**config.mk**
```make
export PLATFORM = sky130hd
export DESIGN_NAME = ram8_stack_ctrl
export DESIGN_NICKNAME = d
export VERILOG_FILES = /design/src/rtl/ram8_stack_ctrl.sv
export SDC_FILE = /design/constraint.sdc
export NUM_CORES = 1
export LEC_CHECK = 0
export BUFFER_PORTS_ARGS = -buffer_cell sky130_fd_sc_hd__buf_4
export CAP_MARGIN = 25
export CORE_UTILIZATION = 48
export DETAILED_ROUTE_END_ITERATION = 10
export PLACE_DENSITY_LB_ADDON = 0.1
export SLEW_MARGIN = 10
export SYNTH_ARGS = -nofsm -noshare
export SYNTH_HDL_FRONTEND = slang
export SYNTH_SLANG_ARGS = --single-unit
```
**constraint.sdc**
```tcl
create_clock -name clk -period 1.9 [get_ports clk]
set_clock_uncertainty 0.1 [all_clocks]
set_input_delay 0.38 -clock clk [delete_from_list [all_inputs] [get_ports clk]]
set_output_delay 0.38 -clock clk [all_outputs]
set_load 0.05 [all_outputs]
```
**src/rtl/ram8_stack_ctrl.sv**
```systemverilog
// ram8_stack_ctrl: 8-entry LIFO built on one external RAM8.
// Commands arrive on a valid/ready port and each gets exactly one response.
// The controller is the initiator on the mem_* port.
//
// Ports
//   clk, reset_n          clock, synchronous active-low reset
//   cmd_valid/cmd_ready   command handshake; cmd_op 00 PUSH 01 POP 10 PEEK 11 CLEAR
//   cmd_data              PUSH payload
//   rsp_valid/rsp_ready   response handshake; rsp_data/rsp_err held while stalled
//   mem_addr/mem_load/mem_in/mem_out   RAM8 port (mem_out is a combinational read)
//   depth, full, empty    occupancy, straight from the stack pointer
module ram8_stack_ctrl #(
    parameter int WIDTH  = 16,
    parameter int ADDR_W = 3
) (
    input  logic              clk,
    input  logic              reset_n,
    input  logic              cmd_valid,
    output logic              cmd_ready,
    input  logic [1:0]        cmd_op,
    input  logic [WIDTH-1:0]  cmd_data,
    output logic              rsp_valid,
    input  logic              rsp_ready,
    output logic [WIDTH-1:0]  rsp_data,
    output logic              rsp_err,
    output logic [ADDR_W-1:0] mem_addr,
    output logic              mem_load,
    output logic [WIDTH-1:0]  mem_in,
    input  logic [WIDTH-1:0]  mem_out,
    output logic [ADDR_W:0]   depth,
    output logic              full,
    output logic              empty
);
    localparam logic [ADDR_W:0] DEPTH = (ADDR_W+1)'(2**ADDR_W);

    typedef enum logic [1:0] {IDLE = 2'd0, EXEC = 2'd1, RESP = 2'd2} state_t;
    typedef enum logic [1:0] {OP_PUSH = 2'd0, OP_POP = 2'd1, OP_PEEK = 2'd2, OP_CLEAR = 2'd3} op_t;

    state_t            state, next_state;
    op_t               op_q, cmd_op_e;
    logic [WIDTH-1:0]  data_q;
    logic [ADDR_W:0]   sp, sp_m1;
    logic              cmd_err;

    // One extra sp bit so "full" (sp==8) is distinct from "empty" (sp==0).
    assign depth    = sp;
    assign full     = (sp == DEPTH);
    assign empty    = (sp == '0);
    assign sp_m1    = sp - 1'b1;
    assign cmd_op_e = op_t'(cmd_op);
    assign cmd_err  = ((cmd_op_e == OP_PUSH) && full) ||
                      (((cmd_op_e == OP_POP) || (cmd_op_e == OP_PEEK)) && empty);

    always_ff @(posedge clk) begin
        if (!reset_n) state <= IDLE;
        else          state <= next_state;
    end

    always_comb begin
        next_state = state;
        cmd_ready  = 1'b0;
        rsp_valid  = 1'b0;
        mem_addr   = '0;
        mem_load   = 1'b0;
        mem_in     = '0;
        case (state)
            IDLE: begin
                cmd_ready = 1'b1;
                // Errors and CLEAR need no RAM access, so they skip EXEC.
                if (cmd_valid)
                    next_state = (cmd_err || (cmd_op_e == OP_CLEAR)) ? RESP : EXEC;
            end
            EXEC: begin
                next_state = RESP;
                if (op_q == OP_PUSH) begin
                    mem_addr = sp[ADDR_W-1:0];
                    mem_in   = data_q;
                    // Gated by reset so a reset during EXEC never lands a write.
                    mem_load = reset_n;
                end else begin
                    mem_addr = sp_m1[ADDR_W-1:0];
                end
            end
            RESP: begin
                rsp_valid = 1'b1;
                if (rsp_ready) next_state = IDLE;
            end
            default: next_state = IDLE;
        endcase
    end

    always_ff @(posedge clk) begin
        if (!reset_n) begin
            sp       <= '0;
            rsp_data <= '0;
            rsp_err  <= 1'b0;
            data_q   <= '0;
            op_q     <= OP_PUSH;
        end else begin
            case (state)
                IDLE: begin
                    if (cmd_valid) begin
                        op_q     <= cmd_op_e;
                        data_q   <= cmd_data;
                        rsp_data <= '0;
                        rsp_err  <= cmd_err;
                        if (!cmd_err && (cmd_op_e == OP_CLEAR)) sp <= '0;
                    end
                end
                EXEC: begin
                    case (op_q)
                        OP_PUSH: sp <= sp + 1'b1;
                        OP_POP: begin
                            rsp_data <= mem_out;
                            sp       <= sp_m1;
                        end
                        OP_PEEK: rsp_data <= mem_out;
                        default: ;
                    endcase
                end
                default: ;
            endcase
        end
    end
endmodule

```
==> impl_metrics.py <==
metrics = {
    "status": {
        "status": "complete, no violations",
    },
    "timing": {
        "rsz0062_at_grt": "yes",
        "max_freq_ghz": 0.535,
        "slew_violations": 0,
        "setup-tns-final_ns": 0,
        "slew_headroom": 0.580,
        "finalSetupViolCount": 0,
        "whs_ns": 0.243,
        "fin_crit_ns": 1.87,
        "fin_crit_sh": 0.984,
        "worstMarginPinSlew_ns": 0.630,
        "finalHoldViolCount": 0,
    },
    "placed_design": {
        "dp_hpwl_um": 3560,
        "finalWeightedCongestion": 0.769,
        "port-buffer-count": 82,
    },
    "worst_setup_path": {
        "critical-path-max-stage-delay_ns": 0.35,
        "worst-path-buf-inv": 2,
        "crit_path_end_kind": "output pin",
        "crit_family": "flip-flops",
        "slowest_stage": "dfxtp_4",
        "crit_required_ns": 1.42,
        "crit_type": "reg2out",
        "arrival_ns": 1.39,
        "path_max_fanout": 4,
        "crit_chain": "inv_2 -> ha_4 -> nor2b_4 -> xnor2_2 -> nor2_4 -> buf_8",
        "crit_path_start_kind": "flip-flop",
    },
    "clock_tree": {
        "cts_buffer_depth": 2,
        "cts_buffers": 5,
        "cts_root_buf": "clkbuf_8",
        "cts_hold_buffers": 0,
        "clk-insertion-delay-late_ns": 0.29,
        "clkTransAtPathRegs_ns": 0.08,
        "cts_tree": "yes",
        "cts.sinks": 41,
        "cts-htree-levels": 2,
    },
    "synth": {
        "synth_top_cell_area_share": 0.390,
        "yosys.area.top_type": "dfxtp_1",
        "synthCells": 248,
        "avgSynthCellArea_sq_um": 8.50,
        "yosysSeqAreaShare": 0.390,
        "synth_area_leaders": "dfxtp_1 (39%), a21boi_0 (12%), nand4b_1 (7.1%)",
        "netlist_area_sq_um": 2110,
        "synth_ff_type": "dfxtp_1",
        "syn_nets": 292,
        "async_reset_ff_frac": 0,
        "synth_seq_cells": 41,
        "ys_warn_count": 0,
        "synth-edff-count": 0,
        "synthDistinctLibCells": 36,
    },
    "power_and_ir_drop": {
        "ir_worst_vdd_mv": 0.621,
        "pwr_density_cell_nw_per_um2": 684,
        "p_leak_nw": 1.39,
    },
    "floorplan": {
        "initial_core_util": 0.512,
        "core_sq_um": 4120,
        "io-pin-count": 83,
        "rows": 23,
        "die-width_um": 68.3,
        "die_area_sq_um": 4660,
        "chipHeight_um": 68.3,
    },
    "final_layout": {
        "final_common_cell": "buf_4",
        "drive_above_1_share": 0.446,
        "diodes": 0,
        "area_delta_synth_final_pct": 52.9,
        "nNetsFinal": 379,
        "final_cell_mix": "buf_4 (74), nand2_1 (38), dfxtp_1 (35)",
        "finish.utilization": 0.783,
    },
    "global_routing": {
        "grt_util_all_layers": 0.234,
        "grt_pass1_vias": 1765,
        "grt_pass1_wl_um": 8250,
        "grt_max_degree": 43,
        "antenna_found_initial": 0,
        "grt-ovfl-total": 0,
    },
    "routing": {
        "drc_errors": 0,
        "ant_nets": 0,
        "wirelength_um": 5470,
        "wl_per_cell_um": 14.2,
        "dr.pass1.iters": 4,
        "dr_total_vias": 2070,
        "drt-vias-per-instance": 5.36,
        "drtIter0Drc": 148,
    },
    "run": {
        "cap_viol_max_count": 0,
    },
    "hold_path": {
        "hold_class": "in2reg",
    },
}
-- repair_timing --
item | CTS | global route
endpoints found under the setup margin | 22 | 22
pin swaps | 2 | 3
buffers inserted | 2 | 2
gates resized for setup | 17 | 36
gates cloned | 0 | 1
-- final timing paths --
kind	from	endpoint	slack, ns	cells after the start
worst max-delay path	depth[1]	mem_addr[2]	0.03	6
worst min-delay path	cmd_data[3]	data_q[3]	0.24	3
worst max register to register	op_q[0]	depth[2]	0.13	7
worst min register to register	data_q[5]	data_q[5]	0.36	2
-- kinds of logic (layout without fill, tap and decap cells) --
| group | Yosys count | after routing | synth area share |
|---|---|---|---|
| XOR/XNOR | 2 | 2 | 0.00832 |
| AND/OR/NAND/NOR | 102 | 102 | 0.275 |
| adder cells (fa/ha/maj) | 6 | 6 | 0.0356 |
| flip-flops | 41 | 41 | 0.390 |
| buffers and inverters | 28 | 116 | 0.0528 |
| AO/OA/AOI/OAI | 65 | 65 | 0.217 |
| multiplexers | 4 | 4 | 0.0220 |
-- flip-flops by register name, summed over array words and instances (netlist names) --
register,count
state,2
depth,4
rsp_data,16
rsp_err,1
data_q,16
op_q,2
-- worst min-delay path, delay by kind of cell --
kind            cells  cell delay (ns)
buf+inv             1             0.11
compound gates      1             0.06
simple gates        1             0.04
-- cell usage after synthesis (5+ instances only) --
| cell | number |
|---|---|
| clkbuf_1 | 15 |
| dfxtp_1 | 41 |
| nor2b_1 | 6 |
| nor2_1 | 10 |
| inv_1 | 6 |
| and3_1 | 17 |
| a21boi_0 | 34 |
| buf_2 | 5 |
| nand2_1 | 38 |
| ha_1 | 6 |
| nand4b_1 | 17 |
| o21ai_0 | 18 |
-- layout make-up --
type	count	area [sq um]
Clock buffer	7	86.3
Clock inverter	1	30.0
Fill cell	292	893
Inverter	6	22.5
Multi-Input combinational cell	179	1280
Sequential cell	41	833
Tap cell	50	62.6
Timing Repair Buffer	102	908
-- power breakdown --
part / internal, mW / switching [mW] / leakage (nW) / total (mW)
Combinational: 0.247 / 0.305 / 0.996 / 0.552
Sequential: 0.899 / 0.0243 / 0.337 / 0.923
Clock: 0.429 / 0.300 / 0.0585 / 0.728
-- layer usage --
metal	part of all wire	up-vias	global-route usage
li1	-	1043	-
met1	0.45	960	0.304
met2	0.49	65	0.382
met3	0.055	2	0.0750
met4	0.0015	0	0.0313
met5	0	-	0
-- through the flow --
| stage | setup slack, ns | instances | area [sq um] | power (mW) |
|---|---|---|---|---|
| global route | -0.0396 | 386 | 3220 | 2.30 |
| floorplan | 0.0129 | 248 | 2140 | 1.25 |
| CTS | -0.00580 | 383 | 3060 | 2.17 |
| global placement | 0.0763 | 373 | 2860 | 1.42 |
| detailed placement | 0.0491 | 373 | 2860 | 1.43 |
| finish | 0.0300 | 386 | 3220 | 2.20 |
No activity file was read; power rests on OpenSTA's default activity.
